<file path="src/rtl/sdram_cmd_pkg.sv">
// Shared SDRAM command/state definitions.
// Contents:
//   CMD_*       {cs_n,ras_n,cas_n,we_n} command encodings
//   rd_state_e  one-hot state encoding of the read-burst engine
//   A10_BIT     address bit carrying auto-precharge / precharge-all
//   pre_all_addr() address word for a PRECHARGE of all banks
package sdram_cmd_pkg;

    localparam logic [3:0] CMD_NOP   = 4'b0111;
    localparam logic [3:0] CMD_ACT   = 4'b0011;
    localparam logic [3:0] CMD_READ  = 4'b0101;
    localparam logic [3:0] CMD_WRITE = 4'b0100;
    localparam logic [3:0] CMD_BSTOP = 4'b0110;
    localparam logic [3:0] CMD_PRE   = 4'b0010;

    localparam int A10_BIT = 10;

    typedef enum logic [7:0] {
        RS_IDLE  = 8'b0000_0001,
        RS_ACT   = 8'b0000_0010,
        RS_TRCD  = 8'b0000_0100,
        RS_RD    = 8'b0000_1000,
        RS_DRAIN = 8'b0001_0000,
        RS_PRE   = 8'b0010_0000,
        RS_TRP   = 8'b0100_0000,
        RS_END   = 8'b1000_0000
    } rd_state_e;

    function automatic logic [11:0] pre_all_addr();
        logic [11:0] a;
        a          = '0;
        a[A10_BIT] = 1'b1;
        return a;
    endfunction

endpackage

</file>
<file path="src/rtl/sdram_page_reader_if.sv">
// Arbiter handshake plus SDRAM read command bus of the page reader.
// master: the read engine (drives rd_req, rd_end, rd_cmd, rd_addr,
//         bank_addr, rd_data_en; receives rd_trig, rd_en, aref_req).
// slave : the arbiter / FIFO / SDRAM side.
interface sdram_page_reader_if;
    logic        rd_trig;
    logic        rd_en;
    logic        aref_req;
    logic        rd_req;
    logic        rd_end;
    logic [3:0]  rd_cmd;
    logic [11:0] rd_addr;
    logic [1:0]  bank_addr;
    logic        rd_data_en;

    modport master (
        input  rd_trig, rd_en, aref_req,
        output rd_req, rd_end, rd_cmd, rd_addr, bank_addr, rd_data_en
    );

    modport slave (
        output rd_trig, rd_en, aref_req,
        input  rd_req, rd_end, rd_cmd, rd_addr, bank_addr, rd_data_en
    );
endinterface

</file>
<file path="src/rtl/sdram_rd_valid_pipe.sv">
// Data-valid strobe generator: delays a command-issue pulse by CL cycles
// and stretches it into a BURST_LEN-cycle window. Back-to-back issues every
// BURST_LEN cycles give a contiguous high.
// Ports: sclk, rst_n (async, active-low), issue (one-cycle pulse in the
//        command issue cycle), data_en (window aligned to valid DQ).
module sdram_rd_valid_pipe #(
    parameter int CL        = 3,
    parameter int BURST_LEN = 4
) (
    input  logic sclk,
    input  logic rst_n,
    input  logic issue,
    output logic data_en
);
    localparam int CW = $clog2(BURST_LEN + 1);

    logic [CL-1:0] sr_q, sr_d;
    logic [CW-1:0] cnt_q, cnt_d;

    always_comb begin
        sr_d    = sr_q;
        sr_d[0] = issue;
        for (int i = 1; i < CL; i++) begin
            sr_d[i] = sr_q[i-1];
        end

        // The delayed pulse itself is the first window cycle; the counter
        // covers the remaining BURST_LEN-1.
        cnt_d = cnt_q;
        if (sr_q[CL-1]) begin
            cnt_d = CW'(BURST_LEN - 1);
        end else if (cnt_q != '0) begin
            cnt_d = cnt_q - CW'(1);
        end
    end

    always_ff @(posedge sclk or negedge rst_n) begin
        if (!rst_n) begin
            sr_q  <= '0;
            cnt_q <= '0;
        end else begin
            sr_q  <= sr_d;
            cnt_q <= cnt_d;
        end
    end

    assign data_en = sr_q[CL-1] | (cnt_q != '0);

endmodule

</file>
<file path="src/rtl/sdram_page_reader.sv">
// Read-burst engine: on an arbiter grant opens the current row, streams
// gapless READ bursts along it, then precharges all banks and signals
// rd_end. A pending refresh stops the stream at the next burst boundary;
// col/row/bank are kept so the next grant resumes where it stopped.
// Ports: sclk, rst_n (async, active-low), bus (sdram_page_reader_if.master).
//
// state | meaning
// IDLE  | waiting for rd_en; rd_req = pending
// ACT   | ACT command on the bus (row, bank)
// TRCD  | NOP until ACT-to-READ delay met
// RD    | READ issue cycle, then BURST_LEN-1 NOPs per burst
// DRAIN | NOP while last burst's data returns
// PRE   | PRECHARGE all banks
// TRP   | NOP until precharge complete
// END   | rd_end pulse
module sdram_page_reader
    import sdram_cmd_pkg::*;
#(
    parameter int ROW_END   = 937,
    parameter int COL_END   = 256,
    parameter int BURST_LEN = 4,
    parameter int CL        = 3,
    parameter int TRCD      = 2,
    parameter int TRP       = 2
) (
    input  logic                 sclk,
    input  logic                 rst_n,
    sdram_page_reader_if.master  bus
);
    localparam int          TW       = 8;
    localparam logic [11:0] ROW_LAST = 12'(ROW_END - 1);

    rd_state_e   state_q, state_d;
    logic [3:0]  rd_cmd_q, rd_cmd_d;
    logic [11:0] rd_addr_q, rd_addr_d;
    logic [1:0]  bank_addr_q, bank_addr_d;
    logic        rd_end_q, rd_end_d;
    logic [TW-1:0] tmr_q, tmr_d;
    logic [8:0]  col_q, col_d;
    logic [11:0] row_q, row_d;
    logic [1:0]  bank_q, bank_d;
    logic        pending_q, pending_d;

    logic        issue;
    logic        col_wrap;
    logic        last;
    logic [9:0]  col_nxt;

    always_comb begin
        state_d     = state_q;
        rd_cmd_d    = CMD_NOP;
        rd_addr_d   = rd_addr_q;
        bank_addr_d = bank_addr_q;
        rd_end_d    = 1'b0;
        tmr_d       = tmr_q;
        col_d       = col_q;
        row_d       = row_q;
        bank_d      = bank_q;
        pending_d   = pending_q;

        issue    = (state_q == RS_RD) && (rd_cmd_q == CMD_READ);
        col_nxt  = {1'b0, col_q} + 10'(BURST_LEN);
        col_wrap = (col_nxt == 10'(COL_END));
        last     = col_wrap || bus.aref_req;

        // Column advances at the end of the issue cycle, so col_q is the
        // column on the bus while the stop decision is made.
        if (issue) begin
            col_d = col_wrap ? 9'd0 : col_nxt[8:0];
            if (col_wrap) begin
                pending_d = 1'b0;
                if (row_q == ROW_LAST) begin
                    row_d  = '0;
                    bank_d = bank_q + 2'd1;
                end else begin
                    row_d = row_q + 12'd1;
                end
            end
        end
        // A trigger coinciding with the row wrap must not be lost.
        if (bus.rd_trig) begin
            pending_d = 1'b1;
        end

        case (state_q)
            RS_IDLE: begin
                if (bus.rd_en) begin
                    state_d     = RS_ACT;
                    rd_cmd_d    = CMD_ACT;
                    rd_addr_d   = row_q;
                    bank_addr_d = bank_q;
                end
            end
            RS_ACT: begin
                if (TRCD > 1) begin
                    state_d = RS_TRCD;
                    tmr_d   = TW'(TRCD - 2);
                end else begin
                    state_d   = RS_RD;
                    rd_cmd_d  = CMD_READ;
                    rd_addr_d = {3'b000, col_d};
                end
            end
            RS_TRCD: begin
                if (tmr_q == '0) begin
                    state_d   = RS_RD;
                    rd_cmd_d  = CMD_READ;
                    rd_addr_d = {3'b000, col_d};
                end else begin
                    tmr_d = tmr_q - TW'(1);
                end
            end
            RS_RD: begin
                if (issue) begin
                    if (last) begin
                        state_d = RS_DRAIN;
                        tmr_d   = TW'(CL + BURST_LEN - 2);
                    end else if (BURST_LEN > 1) begin
                        tmr_d = TW'(BURST_LEN - 2);
                    end else begin
                        rd_cmd_d  = CMD_READ;
                        rd_addr_d = {3'b000, col_d};
                    end
                end else if (tmr_q == '0) begin
                    rd_cmd_d  = CMD_READ;
                    rd_addr_d = {3'b000, col_d};
                end else begin
                    tmr_d = tmr_q - TW'(1);
                end
            end
            RS_DRAIN: begin
                if (tmr_q == '0) begin
                    state_d   = RS_PRE;
                    rd_cmd_d  = CMD_PRE;
                    rd_addr_d = pre_all_addr();
                end else begin
                    tmr_d = tmr_q - TW'(1);
                end
            end
            RS_PRE: begin
                state_d = RS_TRP;
                tmr_d   = TW'(TRP - 1);
            end
            RS_TRP: begin
                if (tmr_q == '0) begin
                    state_d  = RS_END;
                    rd_end_d = 1'b1;
                end else begin
                    tmr_d = tmr_q - TW'(1);
                end
            end
            RS_END: begin
                state_d = RS_IDLE;
            end
            default: begin
                state_d = RS_IDLE;
            end
        endcase
    end

    always_ff @(posedge sclk or negedge rst_n) begin
        if (!rst_n) begin
            state_q     <= RS_IDLE;
            rd_cmd_q    <= CMD_NOP;
            rd_addr_q   <= '0;
            bank_addr_q <= '0;
            rd_end_q    <= 1'b0;
            tmr_q       <= '0;
            col_q       <= '0;
            row_q       <= '0;
            bank_q      <= '0;
            pending_q   <= 1'b0;
        end else begin
            state_q     <= state_d;
            rd_cmd_q    <= rd_cmd_d;
            rd_addr_q   <= rd_addr_d;
            bank_addr_q <= bank_addr_d;
            rd_end_q    <= rd_end_d;
            tmr_q       <= tmr_d;
            col_q       <= col_d;
            row_q       <= row_d;
            bank_q      <= bank_d;
            pending_q   <= pending_d;
        end
    end

    sdram_rd_valid_pipe #(
        .CL        (CL),
        .BURST_LEN (BURST_LEN)
    ) u_valid_pipe (
        .sclk    (sclk),
        .rst_n   (rst_n),
        .issue   (issue),
        .data_en (bus.rd_data_en)
    );

    assign bus.rd_cmd    = rd_cmd_q;
    assign bus.rd_addr   = rd_addr_q;
    assign bus.bank_addr = bank_addr_q;
    assign bus.rd_end    = rd_end_q;
    assign bus.rd_req    = pending_q && (state_q == RS_IDLE);

endmodule

</file>
<file path="src/flat_wrapper.sv">
// flat-port wrapper written by rule: the top's interface ports become plain ports
module sdram_page_reader_flat import sdram_cmd_pkg::*;
#(
    parameter int ROW_END   = 937,
    parameter int COL_END   = 256,
    parameter int BURST_LEN = 4,
    parameter int CL        = 3,
    parameter int TRCD      = 2,
    parameter int TRP       = 2
)
  (sclk, rst_n, bus_rd_trig, bus_rd_en, bus_aref_req, bus_rd_req, bus_rd_end, bus_rd_cmd, bus_rd_addr, bus_bank_addr, bus_rd_data_en);
  sdram_page_reader_if bus_i ();
  input  logic sclk;
  input  logic rst_n;
  input wire logic [$bits(bus_i.rd_trig)-1:0] bus_rd_trig;
  input wire logic [$bits(bus_i.rd_en)-1:0] bus_rd_en;
  input wire logic [$bits(bus_i.aref_req)-1:0] bus_aref_req;
  output wire logic [$bits(bus_i.rd_req)-1:0] bus_rd_req;
  output wire logic [$bits(bus_i.rd_end)-1:0] bus_rd_end;
  output wire logic [$bits(bus_i.rd_cmd)-1:0] bus_rd_cmd;
  output wire logic [$bits(bus_i.rd_addr)-1:0] bus_rd_addr;
  output wire logic [$bits(bus_i.bank_addr)-1:0] bus_bank_addr;
  output wire logic [$bits(bus_i.rd_data_en)-1:0] bus_rd_data_en;
  assign bus_i.rd_trig = bus_rd_trig;
  assign bus_i.rd_en = bus_rd_en;
  assign bus_i.aref_req = bus_aref_req;
  assign bus_rd_req = bus_i.rd_req;
  assign bus_rd_end = bus_i.rd_end;
  assign bus_rd_cmd = bus_i.rd_cmd;
  assign bus_rd_addr = bus_i.rd_addr;
  assign bus_bank_addr = bus_i.bank_addr;
  assign bus_rd_data_en = bus_i.rd_data_en;
  sdram_page_reader #(.ROW_END(ROW_END), .COL_END(COL_END), .BURST_LEN(BURST_LEN), .CL(CL), .TRCD(TRCD), .TRP(TRP)) u_core (.sclk(sclk), .rst_n(rst_n), .bus(bus_i));
endmodule
</file>
<file path="config.mk">
export PLATFORM = sky130hd
export DESIGN_NAME = sdram_page_reader_flat
export DESIGN_NICKNAME = d
export VERILOG_FILES = /design/src/rtl/sdram_cmd_pkg.sv /design/src/rtl/sdram_page_reader_if.sv /design/src/rtl/sdram_rd_valid_pipe.sv /design/src/rtl/sdram_page_reader.sv /design/src/flat_wrapper.sv
export SDC_FILE = /design/constraint.sdc
export NUM_CORES = 1
export LEC_CHECK = 0
export CORE_UTILIZATION = 63
export CTS_BUF_LIST = sky130_fd_sc_hd__clkbuf_16
export CTS_CLUSTER_SIZE = 40
export DETAILED_ROUTE_END_ITERATION = 10
export GPL_TIMING_DRIVEN = 0
export PLACE_DENSITY_LB_ADDON = 0.3
export SLEW_MARGIN = 20
export SYNTH_ARGS = -nofsm -noshare
export SYNTH_HDL_FRONTEND = slang
export SYNTH_SLANG_ARGS = --single-unit
</file>
<file path="constraint.sdc">
create_clock -name sclk -period 5.16 [get_ports sclk]
set_input_delay 1.032 -clock sclk [delete_from_list [all_inputs] [get_ports sclk]]
set_output_delay 1.032 -clock sclk [all_outputs]
set_load 0.02 [all_outputs]
</file>
==> reports/results.txt, run 1 <==
TritonCTS buffer count - 9
Final setup viols - 0
PnR worst setup slack - 1.37 ns
nets - 394
Slew headroom - 45.2%
main combinational cell family by area after synthesis - simple AND/OR/NAND/NOR gates
vias in the first global route - 2,752
Tmin final - 3.79 ns
P_int - 1.12 mW
Max FO, Critical Path - 8
Slew Viols, Final - 0
starting density of the core - 66.9%
synthesized flop and latch total - 64
gr ovfl total - 0
hold slack - 0.347 ns
Mapped Avg Cell Area - 10.1 µm²
CTS root buffer - clkbuf_16
Sw Ratio - 34.7%
worst slew pin tran - 0.816 ns
# resized after CTS - 0
via count - 2,839
Simple-Gate Fraction of Synth Area - 22.8%
pre-CTS setup slack - 1.73 ns
Post-DRT Antenna Nets - 0
status - finished clean
combinational share of power - 32.8%
M2 GR Usage - 45.5%
asr flop ratio synth - 100%
# rows - 26
CP required - 4.13 ns
Final Cell Area - 0.00411 mm²
Setup crit start kind - flop
worst path bufs/invs - 3
final RePlAce weighted congestion - 0.858
synthesized net count - 358
Top Family by Delay on Critical Path - simple AND/OR/NAND/NOR gates
Tot GR Track Use - 29.2%
DIE AREA - 0.00583 mm²
Post-CTS Setup Inserts - 0
NetSw - 597 µW
met3 GRT Util - 4.43%
RSZ-0062 raised after global routing - no
Synth cell types - 70
CP Data Arrival Time - 2.76 ns
Most Crowded Layer GR - met2
synth warn - 0
leakage - 1.81 nW
Fin Clk Skew - 0.00562 ns
Clock Sinks - 64
EDFF count, synth - 0
Synth Area in Adders - 2.87%
Fin Setup TNS - 0 ns
Detail Placement HPWL - 5.35 mm
PD cells - 419 mW/mm²
clock power share - 30.9%
register area share after synthesis - 46.1%
CTS Hold Bufs - 0
initial antenna violation count - 0
most frequent cells in the layout - 60 x dfrtp_1, 36 x nand2_1, 26 x o21ai_0
fraction of layout cells with a size suffix above 1 - 15.5%
PortBufs - 24
grt met1 use - 41.6%
die width - 76.3 µm
cell count after synthesis - 345
Clock Path Buffers - 2
CP dominant cell by count - buf_6
Peak supply drop - 0.356 mV
CP endpoint kind - output pin
f_max - 264 MHz
final worst path period share - 73.5%
synthesized cell area - 0.00348 mm²
drc violations - 0
max_cap viols - 0
Hold Crit Class - reg2reg
final WL - 7.80 mm
first-pass GRT wire length - 13.5 mm
largest net degree at the start of global routing - 54
filler instances - 347
slowest cell on the critical path - clkdlybuf4s50_1
CTS H-tree depth - 3
DR iter-0 viols - 293
Worst-path clk slew - 0.05 ns
DRT Pass-1 Iters - 5
Core Box Area - 0.00520 mm²
area grow syn2layout - 17.9%
DP Area - 0.00384 mm²
CP max stage delay - 0.61 ns
commonest non-fill, non-tap cell in the layout - dfrtp_1
CTS tree - yes
CP cell instances - buf_6 > or4_4 > buf_6 > nor4_2 > and2_1 > clkdlybuf4s50_1
final hold vios - 0
prevailing post-synth register cell - dfrtp_1
num ports - 26
Seq pwr share - 36.3%
chip height - 76.3 µm
Routed wire per std cell - 17.1 µm
multiplexer area fraction after synthesis - 4.24%
Crit Path Category - reg2out
vias per inst - 6.23
# diodes - 0
Worst-Skew Late Latency - 0.32 ns
xor-xnor portion of the synthesized cell area - 2.77%
Compound-Gate Fraction of Synth Area - 16.0%
-- power groups by stage --
| stage | registers (mW) | clock network [mW] | logic (mW) |
|---|---|---|---|
| 5_1_grt | 0.631 | 0.557 | 0.612 |
| 4_1_cts | 0.622 | 0.538 | 0.563 |
| 6_report | 0.624 | 0.531 | 0.564 |
| 3_3_place_gp | 0.626 | 0 | 0.526 |
| 2_1_floorplan | 0.635 | 0 | 0.383 |
| 3_5_place_dp | 0.630 | 0 | 0.554 |
-- synthesized netlist by cell type (all sizes together), types with 2 or more instances --
library cell / number / area, µm²
nor3: 11 / 66.3
o31ai: 5 / 37.5
a31o: 2 / 17.5
a2bb2oi: 2 / 30.0
xor2: 5 / 43.8
a21o: 2 / 15.0
o21a: 2 / 15.0
xnor2: 6 / 52.6
nor2b: 2 / 12.5
o211ai: 4 / 30.0
mux2: 7 / 97.6
nor3b: 3 / 22.5
o21ai: 26 / 130
nand3b: 4 / 30.0
nand2: 37 / 146
or4: 2 / 18.8
or2: 5 / 31.3
o221ai: 2 / 23.8
nor4: 8 / 71.3
nand2b: 12 / 75.1
a22o: 6 / 55.1
clkbuf: 7 / 36.3
a31oi: 6 / 37.5
a211oi: 2 / 15.0
a21oi: 6 / 30.0
nand4: 6 / 37.5
and4: 2 / 17.5
nor2: 18 / 67.6
inv: 19 / 71.3
nand3: 14 / 70.1
and3: 3 / 18.8
nand4b: 3 / 26.3
dfrtp: 60 / 1500
a22oi: 2 / 15.0
buf: 7 / 67.6
mux2i: 5 / 50.1
o22ai: 3 / 18.8
ha: 8 / 100
dfstp: 4 / 105
-- flip-flops by register name (all words and copies together), names as in the netlist --
name / cells
u_core.bus.rd_cmd: 3
u_core.u_valid_pipe.cnt_q: 3
u_core.bus.bank_addr: 2
u_core.col_q: 9
u_core.state_q: 8
u_core.bus.rd_end: 1
u_core.bank_q: 2
u_core.u_valid_pipe.sr_q: 3
u_core.row_q: 12
u_core.pending_q: 1
u_core.tmr_q: 8
u_core.bus.rd_addr: 12
-- worst paths after layout --
kind                                             startpoint                          end  slack, ns  cells after the start
worst min-delay path            u_core.u_valid_pipe.sr_q[0]  u_core.u_valid_pipe.sr_q[1]       0.35                      0
worst max register to register            u_core.state_q[2]              u_core.row_q[3]       2.38                      8
worst min register to register  u_core.u_valid_pipe.sr_q[0]  u_core.u_valid_pipe.sr_q[1]       0.35                      0
min in group asynchronous                             rst_n            u_core.state_q[5]       0.56                      1
max in group asynchronous                             rst_n            u_core.state_q[0]       4.06                      2
worst max-delay path                      u_core.state_q[5]                   bus_rd_req       1.37                      6
-- through the flow --
step | utilization [%] | instances | power, mW
finish | 78.9 | 456 | 1.72
global route | 78.9 | 456 | 1.80
CTS | 78.9 | 456 | 1.72
detailed placement | 73.8 | 440 | 1.18
global placement | 73.2 | 439 | 1.15
floorplan | - | 345 | 1.02
-- layout make-up --
class                           count  area, µm²  share of cell area [%]
Buffer                             14        104                    2.53
Clock buffer                        9        225                    5.49
Sequential cell                    64       1610                    39.1
Tap cell                           70       87.6                    2.13
Timing Repair Buffer               25        265                    6.46
Inverter                           19       71.3                    1.74
Multi-Input combinational cell    248       1710                    41.6
Clock inverter                      7       38.8                   0.945
-- routing by layer --
layer	vias to the layer above	routed length, µm
met5	-	0
met4	0	122
met3	11	489
met2	120	3760
met1	1385	3430
li1	1323	-
-- cell families after synthesis --
kind of cell,count (synthesis)
AND/OR/NAND/NOR,139
adder cells (fa/ha/maj),8
flip-flops,64
multiplexers,12
AO/OA/AOI/OAI,77
XOR/XNOR,11
buffers and inverters,33
other,1
Power figures use the tool's default switching activity.
==> inputs of run 2 (changes only) <==
--- a/config.mk
+++ b/config.mk
@@ -5,7 +5,7 @@
 export SDC_FILE = /design/constraint.sdc
 export NUM_CORES = 1
 export LEC_CHECK = 0
-export CORE_UTILIZATION = 63
+export CORE_UTILIZATION = 53
 export CTS_BUF_LIST = sky130_fd_sc_hd__clkbuf_16
 export CTS_CLUSTER_SIZE = 40
 export DETAILED_ROUTE_END_ITERATION = 10
==> constraint.sdc (replaced) <==
create_clock -name sclk -period 3.05 [get_ports sclk]
set_input_delay 0.61 -clock sclk [delete_from_list [all_inputs] [get_ports sclk]]
set_output_delay 0.61 -clock sclk [all_outputs]
set_load 0.02 [all_outputs]
==> reports/results.txt, run 2 (synthesis results as in run 1) <==
most frequent cells in the layout - 60 x dfrtp_1, 36 x nand2_1, 26 x o21ai_0 (unchanged)
CTS tree - yes (unchanged)
Fin Clk Skew - 0.00545 ns (was 0.00562 ns)
TritonCTS buffer count - 9 (unchanged)
starting density of the core - 54.8% (was 66.9%)
first-pass GRT wire length - 12.5 mm (was 13.5 mm)
CP endpoint kind - output pin (unchanged)
Fin Setup TNS - 0 ns (unchanged)
Clock Sinks - 64 (unchanged)
filler instances - 492 (was 347)
chip height - 83.1 µm (was 76.3 µm)
PnR worst setup slack - 0.104 ns (was 1.37 ns)
Setup crit start kind - flop (unchanged)
fraction of layout cells with a size suffix above 1 - 14.5% (was 15.5%)
Max FO, Critical Path - 8 (unchanged)
f_max - 339 MHz
hold slack - 0.192 ns (was 0.347 ns)
placed instance count - 447 (was 440)
CP required - 2.44 ns (was 4.13 ns)
CP max stage delay - 0.53 ns (was 0.61 ns)
Post-CTS Setup Inserts - 0 (unchanged)
Final setup viols - 0 (unchanged)
Crit Path Category - reg2out (unchanged)
CP Data Arrival Time - 2.34 ns (was 2.76 ns)
final WL - 7.23 mm (was 7.80 mm)
final worst path period share - 96.6%
Tmin final - 2.95 ns
Tot GR Track Use - 23.2% (was 29.2%)
via count - 2,727 (was 2,839)
drc violations - 0 (unchanged)
DRT Pass-1 Iters - 4 (was 5)
final RePlAce weighted congestion - 0.847 (was 0.858)
nets - 394 (unchanged)
CTS root buffer - clkbuf_16 (unchanged)
largest net degree at the start of global routing - 40 (was 54)
# diodes - 0 (unchanged)
area grow syn2layout - 18.6% (was 17.9%)
initial antenna violation count - 0 (unchanged)
Detail Placement HPWL - 5.31 mm (was 5.35 mm)
final hold vios - 0 (unchanged)
Routed wire per std cell - 15.6 µm (was 17.1 µm)
max_cap viols - 0 (unchanged)
PD cells - 712 mW/mm² (was 419 mW/mm²)
Core Box Area - 0.00635 mm² (was 0.00520 mm²)
vias per inst - 5.89 (was 6.23)
total power - 2.94 mW (was 1.72 mW)
Hold Crit Class - in2async (was reg2reg)
Final Instance Count excl. Fillers - 463 (was 456)
CP cell instances - buf_6 > or4_4 > buf_6 > nor4_4 > and2_1 > dlygate4sd2_1 (was buf_6 > or4_4 > buf_6 > nor4_2 > and2_1 > clkdlybuf4s50_1)
commonest non-fill, non-tap cell in the layout - dfrtp_1 (unchanged)
Slew headroom - 49.9% (was 45.2%)
status - finished clean (unchanged)
CTS H-tree depth - 3 (unchanged)
Worst-path clk slew - 0.05 ns (about the same)
CP dominant cell by count - buf_6 (unchanged)
Worst-Skew Late Latency - 0.33 ns (was 0.32 ns)
slowest cell on the critical path - or4_4 (was clkdlybuf4s50_1)
RSZ-0062 raised after global routing - no (unchanged)
die width - 83.1 µm (was 76.3 µm)
worst slew pin tran - 0.745 ns (was 0.816 ns)
leakage - 1.83 nW (was 1.81 nW)
Slew Viols, Final - 0 (unchanged)
DR iter-0 viols - 229 (was 293)
PortBufs - 24 (unchanged)
# rows - 29 (was 26)
pre-CTS setup slack - 0.0575 ns (was 1.73 ns)
Peak supply drop - 0.564 mV (was 0.356 mV)
DIE AREA - 0.00690 mm² (was 0.00583 mm²)
vias in the first global route - 2,583 (was 2,752)
Post-DRT Antenna Nets - 0 (unchanged)
gr ovfl total - 0 (unchanged)
Clock Path Buffers - 2 (unchanged)
num ports - 26 (unchanged)
## run 2: per-layer routing
layer / vias up / part of all wire (%) / routed length, µm / track usage, %
met3: 14 / 5.6 / 407 / 4.87
met1: 1303 / 46 / 3320 / 32.3
met2: 89 / 46 / 3330 / 34.5
met5: - / 0 / 0 / 0
li1: 1321 / - / - / -
met4: 0 / 2.4 / 174 / 11.3
## run 2: what timing repair did
item                                   in CTS  in global routing
setup endpoints to repair                   1                  0
endpoints found under the hold margin       0                  0
hold buffers                                0                  0
gates resized for setup                     2                  0
## run 2: per-stage QoR
step           utilization, %  cell area [µm²]
6_report                 65.0             4130
5_1_grt                  65.0             4130
4_1_cts                  64.9             4120
3_5_place_dp             60.4             3840
3_3_place_gp             60.1             3820
2_1_floorplan               -             3480
## run 2: path summary, 6_finish.rpt
path / start / endpoint / slack [ns] / depth (start not counted)
setup / recovery: u_core.state_q[5] / bus_rd_req / 0.10 / 6
hold / removal: rst_n / u_core.u_valid_pipe.cnt_q[0] / 0.19 / 1
setup reg to reg: u_core.state_q[5] / u_core.bus.rd_addr[10] / 0.40 / 8
hold reg to reg: u_core.u_valid_pipe.sr_q[0] / u_core.u_valid_pipe.sr_q[1] / 0.35 / 0
max in group asynchronous: rst_n / u_core.state_q[0] / 2.28 / 2
min in group sclk: u_core.u_valid_pipe.sr_q[0] / u_core.u_valid_pipe.sr_q[1] / 0.35 / 0
## run 2: report_power, final
group	leakage, nW	total, mW	internal (mW)	switching [mW]
clock	0.141	0.951	0.615	0.337
sequential	0.858	1.05	0.963	0.0921
combinational	0.827	0.935	0.392	0.543
total	1.83	2.94	1.97	0.972
## run 2: cell type report
type                            count  area [µm²]  share of cell area, %
Timing Repair Buffer               25         256                   6.21
Clock inverter                      7        53.8                   1.30
Buffer                             14         104                   2.52
Multi-Input combinational cell    248        1720                   41.5
Clock buffer                        9         225                   5.45
Sequential cell                    64        1610                   38.9
Tap cell                           77        96.3                   2.33
Inverter                           19        71.3                   1.73
## run 2: worst max-delay path, delay by kind of cell, from the launching register on
kind,cells,cell delay (ns)
buffers and inverters,3,0.62
flip-flops,1,0.37
AND/OR/NAND/NOR,3,1.03
==> inputs of run 3 (changes only) <==
--- a/config.mk
+++ b/config.mk
@@ -9,7 +9,6 @@
 export CTS_BUF_LIST = sky130_fd_sc_hd__clkbuf_16
 export CTS_CLUSTER_SIZE = 40
 export DETAILED_ROUTE_END_ITERATION = 10
-export GPL_TIMING_DRIVEN = 0
 export PLACE_DENSITY_LB_ADDON = 0.3
 export SLEW_MARGIN = 20
 export SYNTH_ARGS = -nofsm -noshare
==> reports/results.txt, run 3 (synthesis results as in run 1) <==
CP Data Arrival Time - 2.23 ns (was 2.34 ns)
vias per inst - 5.96 (was 5.89)
Max FO, Critical Path - 6 (was 8)
DIE AREA - 0.00690 mm² (unchanged)
R2R Path Start - u_core.state_q[5] (unchanged)
Detail Placement HPWL - 5.47 mm (was 5.31 mm)
Peak supply drop - 0.556 mV (was 0.564 mV)
leakage - 1.81 nW (was 1.83 nW)
Clock Path Buffers - 2 (unchanged)
drc violations - 0 (unchanged)
Slew headroom - 45.1% (was 49.9%)
Setup crit start kind - flop (unchanged)
starting density of the core - 54.8% (unchanged)
Final setup viols - 0 (unchanged)
chip height - 83.1 µm (unchanged)
status - finished clean (unchanged)
CTS root buffer - clkbuf_16 (unchanged)
TritonCTS buffer count - 9 (unchanged)
Clock Sinks - 64 (unchanged)
final hold vios - 0 (unchanged)
Fin Clk Skew - 0.00702 ns (was 0.00545 ns)
most frequent cells in the layout - 60 x dfrtp_1, 36 x nand2_1, 26 x o21ai_0 (unchanged)
DR iter-0 viols - 207 (was 229)
Worst-Skew Late Latency - 0.34 ns (was 0.33 ns)
Hold Crit Class - in2async (unchanged)
nets - 386 (was 394)
CTS tree - yes (unchanged)
Slew Viols, Final - 0 (unchanged)
gr ovfl total - 0 (unchanged)
f_max - 352 MHz (was 339 MHz)
CTS H-tree depth - 3 (unchanged)
Post-DRT Antenna Nets - 0 (unchanged)
vias in the first global route - 2,598 (was 2,583)
DRT Pass-1 Iters - 4 (unchanged)
PD cells - 743 mW/mm² (was 712 mW/mm²)
Core Box Area - 0.00635 mm² (unchanged)
# diodes - 0 (unchanged)
via count - 2,711 (was 2,727)
Worst-path clk slew - 0.06 ns (was 0.05 ns)
Routed wire per std cell - 16.8 µm (was 15.6 µm)
RSZ-0062 raised after global routing - no (unchanged)
die width - 83.1 µm (unchanged)
final worst path period share - 93.2% (was 96.6%)
first-pass GRT wire length - 13.0 mm (was 12.5 mm)
DP Area - 0.00377 mm² (was 0.00384 mm²)
Worst R2R End - u_core.bus.rd_addr[0] (was u_core.bus.rd_addr[10])
CP endpoint kind - output pin (unchanged)
PortBufs - 24 (unchanged)
Tmin final - 2.84 ns (was 2.95 ns)
max_cap viols - 0 (unchanged)
final RePlAce weighted congestion - 0.881 (was 0.847)
final WL - 7.66 mm (was 7.23 mm)
fraction of layout cells with a size suffix above 1 - 15.1% (was 14.5%)
Register-to-Register Path Depth - 6 (was 8)
area grow syn2layout - 17.5% (was 18.6%)
Tot GR Track Use - 24.2% (was 23.2%)
Crit Path Category - reg2out (unchanged)
commonest non-fill, non-tap cell in the layout - dfrtp_1 (unchanged)
CTS Hold Bufs - 0 (unchanged)
# rows - 29 (unchanged)
largest net degree at the start of global routing - 41 (was 40)
worst slew pin tran - 0.817 ns (was 0.745 ns)
Final Cell Area - 0.00409 mm² (was 0.00413 mm²)
initial antenna violation count - 0 (unchanged)
# resized after CTS - 2 (unchanged)
Post-CTS Setup Inserts - 0 (unchanged)
Fin Setup TNS - 0 ns (unchanged)
CP required - 2.44 ns (about the same)
num ports - 26 (unchanged)
reg-to-reg slack, setup - 0.42 ns (was 0.40 ns)
-- run 3: per-layer routing --
metal / up-vias / part of all wire (%) / track usage [%]
met5: - / 0 / 0
met1: 1325 / 48 / 34.7
met3: 11 / 5.0 / 5.77
met4: 0 / 1.8 / 9.09
li1: 1298 / - / -
met2: 77 / 46 / 35.6
-- run 3: final cells by class --
| class | count | area (µm²) |
|---|---|---|
| clock buffer | 9 | 225 |
| clock inverter | 7 | 88.8 |
| fill | 500 | 2260 |
| inverter | 19 | 71.3 |
| multi-input combinational | 248 | 1720 |
| sequential | 64 | 1610 |
| tap | 77 | 96.3 |
| timing repair buffer | 31 | 287 |
-- run 3: worst max-delay path: stages, from the launching register on --
cell           delay [ns]
dfrtp_1              0.46
or4_4                0.62
nor4_4               0.32
and2_1               0.17
dlygate4sd2_1        0.33
-- run 3: worst max-delay path by stage --
stage	end	startpoint	slack (ns)	depth (start not counted)
2_1_floorplan	u_core.bus.rd_addr[10]	u_core.state_q[5]	0.63	8
3_3_place_gp	bus_rd_req	u_core.state_q[4]	0.26	4
3_5_place_dp	bus_rd_req	u_core.state_q[4]	0.23	4
4_1_cts	bus_rd_req	u_core.state_q[4]	0.19	4
5_1_grt	bus_rd_req	u_core.state_q[4]	0.15	4
6_report	bus_rd_req	u_core.state_q[4]	0.21	4
-- run 3: report_power, final --
part / leakage (nW) / total (mW) / switching, mW / internal (mW)
logic: 0.797 / 0.880 / 0.520 / 0.360
registers: 0.858 / 1.07 / 0.105 / 0.962
clock network: 0.158 / 1.09 / 0.381 / 0.708
-- run 3: metrics by stage --
stage | hold WS [ns] | cells | power [mW] | setup slack, ns | util [%]
floorplan | 0.314 | 345 | 1.72 | 0.635 | -
global placement | 0.332 | 439 | 1.92 | 0.261 | 59.3
detailed placement | 0.340 | 439 | 1.95 | 0.227 | 59.3
CTS | 0.0663 | 455 | 3.05 | 0.190 | 64.4
global route | 0.0731 | 455 | 3.18 | 0.154 | 64.4
finish | 0.0639 | 455 | 3.04 | 0.206 | 64.4
